$ cat config.mk
export PLATFORM = sky130hd
export DESIGN_NAME = omem_client
export DESIGN_NICKNAME = d
export VERILOG_FILES = /design/src/rtl/omem_pkg.sv /design/src/rtl/omem_client_pkt_encode.sv /design/src/rtl/omem_client.sv
export SDC_FILE = /design/constraint.sdc
export NUM_CORES = 1
export LEC_CHECK = 0
export CELL_PAD_IN_SITES_DETAIL_PLACEMENT = 1
export CELL_PAD_IN_SITES_GLOBAL_PLACEMENT = 1
export CORE_AREA = 2 2 82 84
export DETAILED_ROUTE_END_ITERATION = 8
export DIE_AREA = 0 0 84 86
export PLACE_DENSITY_LB_ADDON = 0.05
export SETUP_SLACK_MARGIN = 0.02
export SLEW_MARGIN = 20
export SYNTH_ARGS = -nofsm -noshare
export SYNTH_HDL_FRONTEND = slang
export SYNTH_SLANG_ARGS = --single-unit
export TNS_END_PERCENT = 30
$ cat constraint.sdc
create_clock -name clk -period 2.1 [get_ports clk]
set_input_delay 0.315 -clock clk [delete_from_list [all_inputs] [get_ports clk]]
set_output_delay 0.315 -clock clk [all_outputs]
set_load 0.05 [all_outputs]
$ cat src/rtl/omem_pkg.sv
// Shared definitions for the output-memory packet protocol: field layout,
// opcode helpers, packet type and the client FSM state encoding.
package omem_pkg;

  localparam int PKT_W   = 33;
  localparam int DEST_HI = 32;
  localparam int DEST_LO = 29;
  localparam int OPC_HI  = 28;
  localparam int OPC_LO  = 25;
  localparam int DATA_W  = 25;

  localparam int SUM_WIDTH = 13;

  localparam logic [3:0] OPC_TS_DONE = 4'd15;

  typedef logic [PKT_W-1:0] pkt_t;

  typedef enum logic [2:0] {
    S_IDLE,
    S_SEND_ST,
    S_SEND_RQ,
    S_WAIT_RSP,
    S_WAIT_TS,
    S_FINISH
  } state_t;

  // Each SPE owns an opcode pair: even = store, odd = previous-spike request.
  function automatic logic [3:0] opc_send(input int spe_id);
    return 4'(2 * spe_id);
  endfunction

  function automatic logic [3:0] opc_req(input int spe_id);
    return 4'(2 * spe_id + 1);
  endfunction

endpackage

$ cat src/rtl/omem_client_pkt_encode.sv
// Combinational packet builder: concatenates dest, opcode and payload.
module pkt_encode
  import omem_pkg::*;
(
  input  logic [3:0]        dest,
  input  logic [3:0]        opcode,
  input  logic [DATA_W-1:0] data,
  output pkt_t              pkt
);

  assign pkt = {dest, opcode, data};

endmodule

$ cat src/rtl/omem_client.sv
// SPE-side initiator: turns core store/request events into output-memory
// packets, returns spike responses and follows the two-timestep schedule.
module omem_client #(
  parameter int SPE_ID      = 0,
  parameter int NODE_ADDR   = 0,
  parameter int OMEM_ADDR   = 11,
  parameter int SUM_WIDTH   = 13,
  parameter int NUM_OUTPUTS = 441,
  parameter int STRIDE      = 5
) (
  input  logic                 clk,
  input  logic                 reset,
  input  logic                 st_valid,
  output logic                 st_ready,
  input  logic [SUM_WIDTH-1:0] st_potential,
  input  logic                 st_spike,
  input  logic                 rq_valid,
  output logic                 rq_ready,
  output logic                 rsp_valid,
  output logic                 rsp_spike,
  output logic                 ts_done,
  output logic [1:0]           cur_ts,
  output logic                 all_done,
  output logic                 err,
  output logic                 tx_valid,
  input  logic                 tx_ready,
  output logic [32:0]          tx_data,
  input  logic                 rx_valid,
  output logic                 rx_ready,
  input  logic [32:0]          rx_data
);
  import omem_pkg::*;

  // Neurons are interleaved across SPEs, so lower SPE ids may own one extra.
  localparam int N_STORES = (NUM_OUTPUTS - SPE_ID + STRIDE - 1) / STRIDE;
  localparam int CNT_W    = $clog2(N_STORES + 1);
  localparam logic [CNT_W-1:0] CNT_LAST = CNT_W'(N_STORES - 1);

  state_t             state, state_nxt;
  logic [CNT_W-1:0]   store_cnt;
  logic               ts2;

  logic [3:0]         rx_dest, rx_opc;
  logic               rx_for_us, ts_hit, rsp_hit, rx_bad;
  logic               accept_rq, accept_st;
  logic [3:0]         enc_opc;
  logic [DATA_W-1:0]  enc_data;
  pkt_t               enc_pkt;
  logic               unused_rx_payload;

  assign rx_dest   = rx_data[DEST_HI:DEST_LO];
  assign rx_opc    = rx_data[OPC_HI:OPC_LO];
  assign rx_for_us = rx_valid && (rx_dest == 4'(NODE_ADDR));
  assign ts_hit    = rx_for_us && (rx_opc == OPC_TS_DONE) && (state == S_WAIT_TS);
  assign rsp_hit   = rx_for_us && (rx_opc != OPC_TS_DONE) && (state == S_WAIT_RSP);
  // Anything arriving that is neither the awaited response nor the awaited
  // TIMESTEP_DONE is a protocol violation and is otherwise dropped.
  assign rx_bad    = rx_valid && !ts_hit && !rsp_hit;

  assign unused_rx_payload = ^rx_data[DATA_W-1:1];

  assign st_ready = (state == S_IDLE);
  assign rq_ready = (state == S_IDLE) && ts2;
  assign rx_ready = 1'b1;
  assign tx_valid = (state == S_SEND_ST) || (state == S_SEND_RQ);
  assign all_done = (state == S_FINISH);
  assign cur_ts   = ts2 ? 2'd2 : 2'd1;

  // A request wins over a simultaneous store.
  assign accept_rq = rq_valid && rq_ready;
  assign accept_st = st_valid && st_ready && !accept_rq;

  assign enc_opc  = accept_rq ? opc_req(SPE_ID) : opc_send(SPE_ID);
  assign enc_data = accept_rq ? '0 : DATA_W'({st_potential, st_spike});

  pkt_encode u_pkt_encode (
    .dest   (4'(OMEM_ADDR)),
    .opcode (enc_opc),
    .data   (enc_data),
    .pkt    (enc_pkt)
  );

  // NOTE: clocked state uses non-blocking assignments so every register
  // samples pre-edge values regardless of process evaluation order.
  always_ff @(posedge clk) begin
    if (reset) state <= S_IDLE;
    else       state <= state_nxt;
  end

  // NOTE: state_nxt gets a default before the case so no path leaves it
  // unassigned, which would otherwise infer a latch.
  always_comb begin
    state_nxt = state;
    case (state)
      S_IDLE: begin
        if (accept_rq)      state_nxt = S_SEND_RQ;
        else if (accept_st) state_nxt = S_SEND_ST;
      end
      S_SEND_ST: begin
        if (tx_ready) begin
          if (store_cnt == CNT_LAST) state_nxt = ts2 ? S_FINISH : S_WAIT_TS;
          else                       state_nxt = S_IDLE;
        end
      end
      S_SEND_RQ:  if (tx_ready) state_nxt = S_WAIT_RSP;
      S_WAIT_RSP: if (rsp_hit)  state_nxt = S_IDLE;
      S_WAIT_TS:  if (ts_hit)   state_nxt = S_IDLE;
      S_FINISH:   state_nxt = S_FINISH;
      default:    state_nxt = S_IDLE;
    endcase
  end

  always_ff @(posedge clk) begin
    if (reset) begin
      store_cnt <= '0;
      ts2       <= 1'b0;
      tx_data   <= '0;
      rsp_valid <= 1'b0;
      rsp_spike <= 1'b0;
      ts_done   <= 1'b0;
      err       <= 1'b0;
    end else begin
      rsp_valid <= rsp_hit;
      ts_done   <= ts_hit;
      if (rsp_hit) rsp_spike <= rx_data[0];
      if (rx_bad)  err <= 1'b1;
      // Packet is frozen at acceptance so tx_data stays stable under stall.
      if (accept_rq || accept_st) tx_data <= enc_pkt;
      if ((state == S_SEND_ST) && tx_ready) store_cnt <= store_cnt + 1'b1;
      if (ts_hit) begin
        ts2       <= 1'b1;
        store_cnt <= '0;
      end
    end
  end

endmodule

### Word level (Yosys, flattened, before mapping)

Index checks and enable logic that the tools add are counted.

* bits in registers: 45
* input port bits: 53
* output and inout bits: 44
* word-level logic and storage cells: 55

* $add $sub $neg: 1
* equality and inequality tests: 13
* multiplexer cells: 12
* reductions and logical operators: 21

Operators with widths (count)
* two-way mux 3 bit: 7
* case mux 3 bit (6 select lines): 1
* two-way mux 14 bit: 1
* logical AND 1 bit: 12
* != test 2 bit (second input constant): 4
* adder 7 x 1 -> 7 bit (second input constant): 1
* equality test 7 bit (second input constant): 1
* equality test 3 x 2 -> 1 bit (second input constant): 2
* equality test 3 bit (second input constant): 2
* AND reduction 5 bit: 1
* equality test 4 bit (second input constant): 1
* zero test 4 bit: 1
* != test 4 bit (second input constant): 1
* equality test 3 x 1 -> 1 bit (second input constant): 1
* zero test 1 bit: 3
* zero test 3 bit: 1
* != test 3 x 1 -> 1 bit (second input constant): 1
* logical OR 1 bit: 2
* two-way mux 1 bit: 2
* two-way mux 2 bit: 1
* OR reduction 2 bit: 1

### Logic depth before layout (Yosys ltp)

* depth in word-level cells: 8
* mapped depth: 6

### Cells and area by module

From an unflattened synthesis, not the netlist that was laid out.

* cells, all modules: 291
* area total of the unflattened synthesis: 2287.2 µm²

Modules (own cells, without submodules)
* omem_client: instances 1, cells an instance 258, area each 2039.5 µm², sequential area each 960.9 µm²
* pkt_encode: instances 1, cells an instance 33, area each 247.7 µm², sequential area each 0.0 µm²

### Worst setup path before layout

OpenSTA, ideal clock, no wires.

* path kind: register -> register
* from: reg state[1]
* to: reg tx_data[11]
* library setup time: 0.128 ns
* data arrival time: 1.947 ns
* slack: 0.025 ns
* cell stages (with the launch flop): 6
* cell sequence: dfxtp_1 nor3_2 o21ai_1 clkbuf_1 a22oi_1 nor2_1

* cells in the longest elaborated chain, start to end: 6
* elaborated cells between the ends (all ways): 8
* those cells by class: mux (1); reduce/logical (7)

Ends and longest elaborated chain
* start: declaration: line omem_client.sv:39 `state_t state, state_nxt;`
* start signal: assignment: line omem_client.sv:87 `else state <= state_nxt;`
* zero test 3 bit *: line omem_client.sv:62 `assign st_ready = (state == S_IDLE);`
* via st_ready: line omem_client.sv:14 `output logic st_ready,`
* logical AND 1 bit: line omem_client.sv:63 `assign rq_ready = (state == S_IDLE) && ts2;`
* logical AND 1 bit: line omem_client.sv:70 `assign accept_rq = rq_valid && rq_ready;`
* zero test 1 bit: line omem_client.sv:71 `assign accept_st = st_valid && st_ready && !accept_rq;`
* logical AND 1 bit: line omem_client.sv:71
* logical OR 1 bit: line omem_client.sv:128 `if (accept_rq || accept_st) tx_data <= enc_pkt;`
* end signal: assignment: line omem_client.sv:128
* end: declaration: line omem_client.sv:27 `output logic [32:0] tx_data,`

Mark *: on every way through the listed nets, which the timed path passes. The rest lies on a longest branch.
A chain may end at the register's enable or synchronous reset.

### Worst setup path after layout

* from: in rx_data[29]
* to: reg err

* cells in the longest elaborated chain, start to end: 7
* elaborated cells between the ends (all ways): 10
* those cells by class: reduce/logical (10)

Ends and longest elaborated chain
* start: declaration: line omem_client.sv:30 `input logic [32:0] rx_data`
* zero test 4 bit *: line omem_client.sv:53 `assign rx_for_us = rx_valid && (rx_dest == 4'(NODE_ADDR));`
* logical AND 1 bit *: line omem_client.sv:53
* logical AND 1 bit (2 in a row): line omem_client.sv:54 `assign ts_hit = rx_for_us && (rx_opc == OPC_TS_DONE) && (state == S_WAIT_TS);`
* zero test 1 bit: line omem_client.sv:58 `assign rx_bad = rx_valid && !ts_hit && !rsp_hit;`
* logical AND 1 bit: line omem_client.sv:58
* logical AND 1 bit *: line omem_client.sv:58
* end signal: assignment: line omem_client.sv:121 `err <= 1'b0;`
* end signal: assignment: line omem_client.sv:126 `if (rx_bad) err <= 1'b1;`
* end: declaration: line omem_client.sv:24 `output logic err,`

Every way passes the cells marked *; elsewhere a longest branch is shown, timed or not.

==> reports/summary.txt <==
==========================================================================================
Setup clock skew after layout                                                  0.006268 ns
Maximum Capacitance Violations                                                           0
Count of different cell masters after synthesis                                         36
Vertical die dimension                                                               86 um
Clk network pwr share                                                                36.0%
Vias per cell                                                                        4.400
Vias in the first global route                                                       1,352
Static Leak                                                                      0.8687 nW
Placer Congestion                                                                   0.7700
Required time at the endpoint of the critical path                                 2.26 ns
Critical-path maximum fanout                                                             4
Tightest slew margin relative to the limit                                          62.07%
Min Clock Period, post-route                                                      1.921 ns
Antenna violations before repair                                                         0
FFs w/ async S/R, synth                                                                 0%
Post-synthesis register bit count                                                       31
Largest vdd supply drop                                                           383.0 uV
Antenna diode instance count                                                             0
Wire length after detailed routing                                                 4079 um
Sum of net half-perimeters after detailed placement                                3171 um
Instance area at placement                                                       2069 um^2
Share of power burned in combinational logic                                         25.8%
Routed length per placed instance                                                 13.37 um
Number of setup buffers added after CTS                                                  0
Synthesized-area fraction occupied by and/or/nand/nor cells                         21.05%
Starting utilization of the core area                                               23.48%
Ys Warns                                                                                 0
Pins Over Slew Limit                                                                     0
Crit end category                                                                flip-flop
Int Power                                                                         1.156 mW
Drt initial violations                                                                  32
Top cell types by occurrence after synthesis                                  dfxtp_1 (31), nor2_1 (29), buf_4 (19)
Final setup violating endpoints                                                          0
Routed vias                                                                          1,342
Top flip-flop cell by instance count after synthesis                               dfxtp_1
Share of synthesized cell area in full adder, half adder and majority cells         1.698%
Max clock buf depth                                                                      2
CTS tree                                                                             built
Status                                                                        finished clean
Gate Count Post-Synth                                                                  169
Final Hold Violating Endpoints                                                           0
Data arrival time of the critical path                                             2.08 ns
Post-synthesis instance area                                                     1474 um^2
Net Sw Power                                                                     0.5327 mW
Core ar.                                                                         6277 um^2
Rows                                                                                    29
Pin count of the biggest net entering global routing                                    20
Wire length of the first global-routing pass                                       6548 um
Count of antenna-violating nets left after detailed routing                              0
First drt pass iteration count                                                           4
Fraction of layout cells with a size suffix above 1                                 10.96%
Transition time at the pin with the least slew margin                            0.5689 ns
Setup_tns                                                                             0 ns
Total track usage                                                                   11.55%
Mapped Avg Cell Area                                                            8.721 um^2
Root buf cell                                                                     clkbuf_8
Filler instances                                                                       742
Global route overflow                                                                    0
Multiplexer share of the synthesized area                                          0.6791%
Overall power                                                                     1.689 mW
Critical setup path kind                                                            in2reg
Net switching share of the total power                                              31.54%
Worst min-delay path category                                                      reg2reg
Count of hold buffers inserted by post-cts repair                                        0
IO Pins                                                                                 97
Post-route cell area                                                             2190 um^2
Total clock buffers created by CTS                                                       5
Post-route clock period utilization                                                 91.47%
Number of sinks handled by clock tree synthesis                                         31
Yosys top cell by area                                                             dfxtp_1
Clock network latency to the later pin of the worst-skew pair                      0.27 ns
Highest clock rate                                                               520.6 MHz
DRC violation count after routing                                                        0
Synth top area share                                                                42.11%
Cells taking the most area after synthesis                                    dfxtp_1 (42%), buf_4 (9.7%), a22oi_1 (7.6%)
Synth Area in Compound Gates                                                        16.04%
Area delta synth->final                                                             48.56%
PwrDens                                                                       771.2 nW/um^2
Unrepaired setup endpoints after global routing                                         no
Main combinational cell family by area after synthesis                        simple AND/OR/NAND/NOR gates
Most repeated cell in the gate-level netlist after synthesis                       dfxtp_1
Number of nets at the end of the flow                                                  282
DIE WIDTH                                                                            84 um
Startpoint kind of the worst setup timing path                                primary input
Post-synthesis sequential area ratio                                                42.11%
Clock transition at the registers of the reported paths                            0.07 ns
Count of input and output buffers                                                       56
Share of total power in sequential cells                                             38.2%
Count of H-tree levels built during CTS                                                  2
Number of synthesized flops with an enable pin                                           0
Xor/xnor cell area share of the yosys netlist                                       4.160%
Overall die area                                                                 7224 um^2
==========================================================================================
==> final timing paths <==
kind                                          startpoint                       end  slack [ns]  cells after the start
worst min-delay path            tx_data[29]$_SDFFE_PP0P_  tx_data[29]$_SDFFE_PP0P_        0.48                      2
worst min register to register  tx_data[29]$_SDFFE_PP0P_  tx_data[29]$_SDFFE_PP0P_        0.48                      2
worst max register to register     state[0]$_SDFFE_PP0P_   tx_data[0]$_SDFFE_PP0P_        0.30                      4
worst max-delay path                         rx_data[29]          err$_SDFFE_PP0P_        0.18                      5
==> placed cells by master, fill, tap and decap left out, types with 2 or more instances in the layout <==
master and n:
or4b_4 2, a31oi_1 3, and2_1 2, ha_1 2, and3_1 4, xnor2_1 2, a21boi_0 2, clkdlybuf4s50_1 52
nor2_1 29, a211oi_1 2, a21oi_1 6, nand4_1 5, a22oi_1 15, xor2_1 5, nor3_1 2, nand2_1 4
buf_4 11, nand4b_1 2, clkbuf_8 6, inv_1 7, conb_1 16, dfxtp_1 31
==> cell families (layout without fill, tap and decap cells) <==
logic type / count (synthesis) / count (layout)
muxes: 1 / 1
xor gates and xnor gates: 7 / 7
other: 2 / 16
adders and majority gates: 2 / 2
DFF: 31 / 31
and+or+nand+nor: 58 / 58
AOI/OAI and AO/OA: 34 / 34
buffers and inverters: 34 / 79
==> final cells by class <==
| type | instances | area [um^2] | share of cell area [%] |
|---|---|---|---|
| multi-input combinational | 118 | 705.7 | 32.23 |
| timing repair buffer | 64 | 623.1 | 28.46 |
| sequential | 31 | 620.6 | 28.34 |
| tap | 77 | 96.34 | 4.400 |
| clock buffer | 6 | 82.58 | 3.771 |
| clock inverter | 2 | 35.03 | 1.600 |
| inverter | 7 | 26.28 | 1.200 |
==> sequential cells by signal, indices dropped and copies added (netlist names) <==
signal and count:
tx_data 16, store_cnt 7, state 3, err 1
rsp_spike 1, rsp_valid 1, ts2 1, ts_done 1
==> critical path, stage by stage <==
cell             delay [ns]
clkdlybuf4s50_1        0.44
or4b_4                 0.55
or4b_4                 0.54
a31oi_1                0.19
nor2_1                 0.05
==> routing by layer <==
layer  up-vias  part of all wire [%]  global-route usage [%]
li1        666                     -                       -
met1       626                    42                   13.49
met2        48                    51                   20.00
met3         2                   6.5                   4.042
met4         0                  0.56                   3.519
met5         -                     0                       0
==> repair_timing <==
action | 4_1_cts | 5_1_grt
endpoints found under the hold margin | 0 | 0
gates resized for setup | 0 | 1
setup endpoints to repair | 0 | 7
==> power groups by stage <==
| stage | Combinational [mW] | Clock, mW | Sequential [mW] |
|---|---|---|---|
| detailed placement | 0.439 | 0 | 0.659 |
| floorplan | 0.238 | 0 | 0.732 |
| global placement | 0.434 | 0 | 0.657 |
| CTS | 0.441 | 0.637 | 0.645 |
| finish | 0.436 | 0.607 | 0.645 |
| global route | 0.463 | 0.670 | 0.652 |
==> through the flow <==
| stage | hold WS (ns) | cells | worst slack [ns] | utilization (%) |
|---|---|---|---|---|
| after floorplan | 0.3841 | 183 | 0.02522 | - |
| after global placement | 0.4584 | 297 | -0.1693 | 32.97 |
| after detailed placement | 0.4723 | 297 | -0.1995 | 32.97 |
| after CTS | 0.4819 | 305 | 0.09641 | 34.84 |
| after global routing | 0.5348 | 305 | 0.06541 | 34.88 |
| final | 0.4840 | 305 | 0.1791 | 34.88 |
Power figures use the tool's default switching activity.
==> RTL change 1, RTL diff (config.mk and constraints unchanged) <==
Compare `store_cnt` against `CNT_LAST` with >= in place of ==.
--- a/src/rtl/omem_client.sv
+++ b/src/rtl/omem_client.sv
@@ -100,3 +100,3 @@
         if (tx_ready) begin
-          if (store_cnt == CNT_LAST) state_nxt = ts2 ? S_FINISH : S_WAIT_TS;
+          if (store_cnt >= CNT_LAST) state_nxt = ts2 ? S_FINISH : S_WAIT_TS;
           else                       state_nxt = S_IDLE;
Formal check against the unedited RTL: same outputs for any inputs over 10 cycles, from zero or initial values and one cycle with reset high; that may be too few to reach the edited logic, so the function may still have changed.
==> RTL change 1 against the unedited design <==
Design area up 1.7%; routed wire length increased by 4.9%; sequential power about the same; worst setup slack worse by 0.022 ns; clock skew shrank 0.0010 ns; area after synthesis grew 1.7%; sequential cell count unchanged; power rose by 0.47%; largest cell class unchanged; largest power group unchanged.
==> RTL change 1: results <==
set metrics [dict create \
    grt_max_degree 16 \
    grt_pass1_wl_um 7100 \
    num-nets-final 297 \
    ys_top_cells_by_count "36 x nand2_1, 31 x dfxtp_1, 23 x a21oi_1" \
    synth.distinct_cells 41 \
    use_met2 0.217 \
    cp_max_fo 7 \
    max_slew_margin 0.634 \
    use_met3 0.0356 \
    yosysSeqAreaShare 0.414 \
    postCtsResizedCells 0 \
    fillerInstances 755 \
    place_ws_ns -0.0924 \
    slowest_delay_ns 0.87 \
    grt_use_met1 0.145 \
    reg_top3 "tx_data (16), store_cnt (7), state (3)" \
    via_count 1405 \
    yosys-top-cells-area "dfxtp_1 41%, buf_4 9.5%, nand2_1 9.0%" \
    grt_pass1_vias 1486 \
    gp_congestion 0.774 \
    ir_drop_uv 290 \
    crit_slowest_cell "clkdlybuf4s50_1" \
    p_leak_nw 0.874 \
    antennaDiodeCount 0 \
    hpwl_um 3360 \
    met3_length_um 196 \
    wire_per_inst_um 13.4 \
    wl_met2_um 2200 \
    yosysMostFrequentCell "nand2_1" \
    status "finished, final reports clean" \
    grt_use_total 0.123 \
    skew_ns 0.00522 \
]
## RTL change 1: changes by cell type in the layout (fill, tap and decap cells not counted), sizes merged, moves of 3 or more
cell,change
a21oi,+17
nand2,+31
nor2b,+3
a22oi,-15
nor2,-14
## RTL change 1: path summary, 6_finish.rpt
path	to	startpoint	slack, ns
worst min-delay path	tx_data[7]	tx_data[7]	0.46
worst max-delay path	cur_ts[1]	ts2	0.16
worst max register to register	tx_data[12]	state[0]	0.40
worst min register to register	tx_data[7]	tx_data[7]	0.46
## RTL change 1: logic make-up (layout without fill, tap and decap cells)
logic type | Yosys count | in the layout | synth area share
compound gates | 35 | 35 | 0.140
xor+xnor | 7 | 7 | 0.0409
fa+ha+maj | 2 | 2 | 0.0167
buf+inv | 33 | 77 | 0.134
flops | 31 | 31 | 0.414
mux | 1 | 1 | 0.00668
other cells | 2 | 16 | 0.00501
simple gates | 74 | 74 | 0.243
## RTL change 1: layout make-up
cell class	instances	share of cell area
Tap cell	77	0.0433
Multi-Input combinational cell	135	0.331
Sequential cell	31	0.279
Clock inverter	2	0.0157
Inverter	5	0.00843
Clock buffer	6	0.0371
Timing Repair Buffer	64	0.286
## RTL change 1: where the power goes
part	internal (mW)	switching (mW)	total, mW
clock network	0.384	0.231	0.615
registers	0.619	0.0257	0.644
logic	0.149	0.288	0.437
total	1.15	0.545	1.70
## RTL change 1: metrics by stage
| stage | utilization | instances | hold WS [ns] |
|---|---|---|---|
| 3_5_place_dp | 0.336 | 312 | 0.452 |
| 5_1_grt | 0.355 | 320 | 0.478 |
| 3_3_place_gp | 0.336 | 312 | 0.441 |
| 6_report | 0.355 | 320 | 0.458 |
| 2_1_floorplan | - | 199 | 0.451 |
| 4_1_cts | 0.355 | 320 | 0.463 |
==> RTL change 2, RTL diff (config.mk and constraints unchanged) <==
Made on the original files. Re-encode `state_t` (6 states) as one-hot, 6 bits wide.
--- a/src/rtl/omem_pkg.sv
+++ b/src/rtl/omem_pkg.sv
@@ -17,9 +17,9 @@
 
-  typedef enum logic [2:0] {
-    S_IDLE,
-    S_SEND_ST,
-    S_SEND_RQ,
-    S_WAIT_RSP,
-    S_WAIT_TS,
-    S_FINISH
+  typedef enum logic [5:0] {
+    S_IDLE     = 6'b000001,
+    S_SEND_ST  = 6'b000010,
+    S_SEND_RQ  = 6'b000100,
+    S_WAIT_RSP = 6'b001000,
+    S_WAIT_TS  = 6'b010000,
+    S_FINISH   = 6'b100000
   } state_t;
Behaviour: same outputs for any inputs over 10 cycles, from zero or initial values and one cycle with reset high; not proved beyond that.
==> RTL change 2 against the unedited design <==
Global-route usage up 1.2 points; non-clock buffer count up 2; worst setup slack worse by 0.055 ns; area after synthesis up 9.4%; design area up 7.9%; sequential cell count up 3; core utilization up 2.8 points; power up 1.4%; routed wire length up 9.5%; critical endpoint is now all_done; largest power group unchanged.
==> RTL change 2: results <==
set metrics [dict create \
    antennaDiodeCount 0 \
    routed_wl_um 4470 \
    insertion_delay_ns 0.29 \
    ys_top_cells_by_count "35 x nor2_1, 34 x dfxtp_1, 21 x buf_4" \
    ir_drop_uv 255 \
    final_cells 325 \
    grt_pass1_vias 1505 \
    drive_gt1_frac 0.117 \
    place_ws_ns -0.143 \
    dp_cells 319 \
    pwr_density_cell_nw_per_um2 725 \
    skew_ns 0.00718 \
    post_dp_cell_area_um2 2260 \
    hpwl_um 3310 \
    end_kind "primary output" \
    gp_congestion 0.769 \
    synth.distinct_cells 42 \
    status "finished, final reports clean" \
    cp_max_fo 5 \
    yosysSeqAreaShare 0.422 \
    yosys-top-cells-area "dfxtp_1 42%, buf_4 9.8%, nor2_1 8.1%" \
    grt_use_total 0.127 \
    via_per_inst 4.50 \
    reg_top3 "tx_data (16), store_cnt (7), state (6)" \
    num-nets-final 304 \
    powerClk_uw 490 \
    cp.arrival_ns 1.66 \
    pwr-share-comb 0.305 \
    swShare 0.341 \
    syn_area_per_cell_um2 8.53 \
    crit_slowest_cell "or4_4" \
    drt_iter0_markers 40 \
    grt_pass1_wl_um 7330 \
    grt_max_degree 23 \
]
==> RTL change 2: cell count changes after synthesis, moves of 3 or more <==
cell / change
xor2_1: -4
nor2_1: +6
and3_1: -3
nand4_1: -3
dfxtp_1: +3
xnor2_1: +4
or4_4: +3
nand2_1: +7
nand3_1: +4
==> RTL change 2: worst max-delay path: cells and delay by family (launching register included) <==
kind                   cells  cell delay [ns]
buffers and inverters      1             0.18
and+or+nand+nor            2             0.85
DFF                        1             0.35
==> RTL change 2: routing by layer <==
metal	global-route usage	wire, µm	up-vias
met2	0.197	2110	48
met3	0.0346	248	2
met1	0.168	2070	685
met5	0	0	-
li1	-	-	729
met4	0.0528	33	0
==> RTL change 2: logic make-up after synthesis <==
family,count (synthesis),share of synthesized area
simple gates,77,0.245
flops,34,0.422
buf+inv,34,0.129
compound gates,32,0.140
xor+xnor,7,0.0380
fa+ha+maj,2,0.0155
other cells,2,0.00466
mux,1,0.00621
==> RTL change 2: repair_timing <==
action                                  in CTS  in global routing
endpoints found under the setup margin       1                  7
gates cloned                                 0                  0
gates resized for setup                      1                  4
setup buffers                                0                  0
pin swaps                                    0                  2
==> RTL change 2: layout make-up <==
cell class                 count  area, µm²
clock buffer                   6       82.6
tap                           77       96.3
multi-input combinational    135        801
sequential                    34        681
inverter                       7       26.3
fill                         745       3920
timing repair buffer          66        676
==> RTL change 2: worst paths after layout <==
path	slack [ns]	endpoint	cells after the start	from
max	0.12	all_done	3	state[0]
min reg2reg	0.48	err	2	err
max reg2reg	0.19	state[1]	6	state[0]
min	0.48	err	2	err
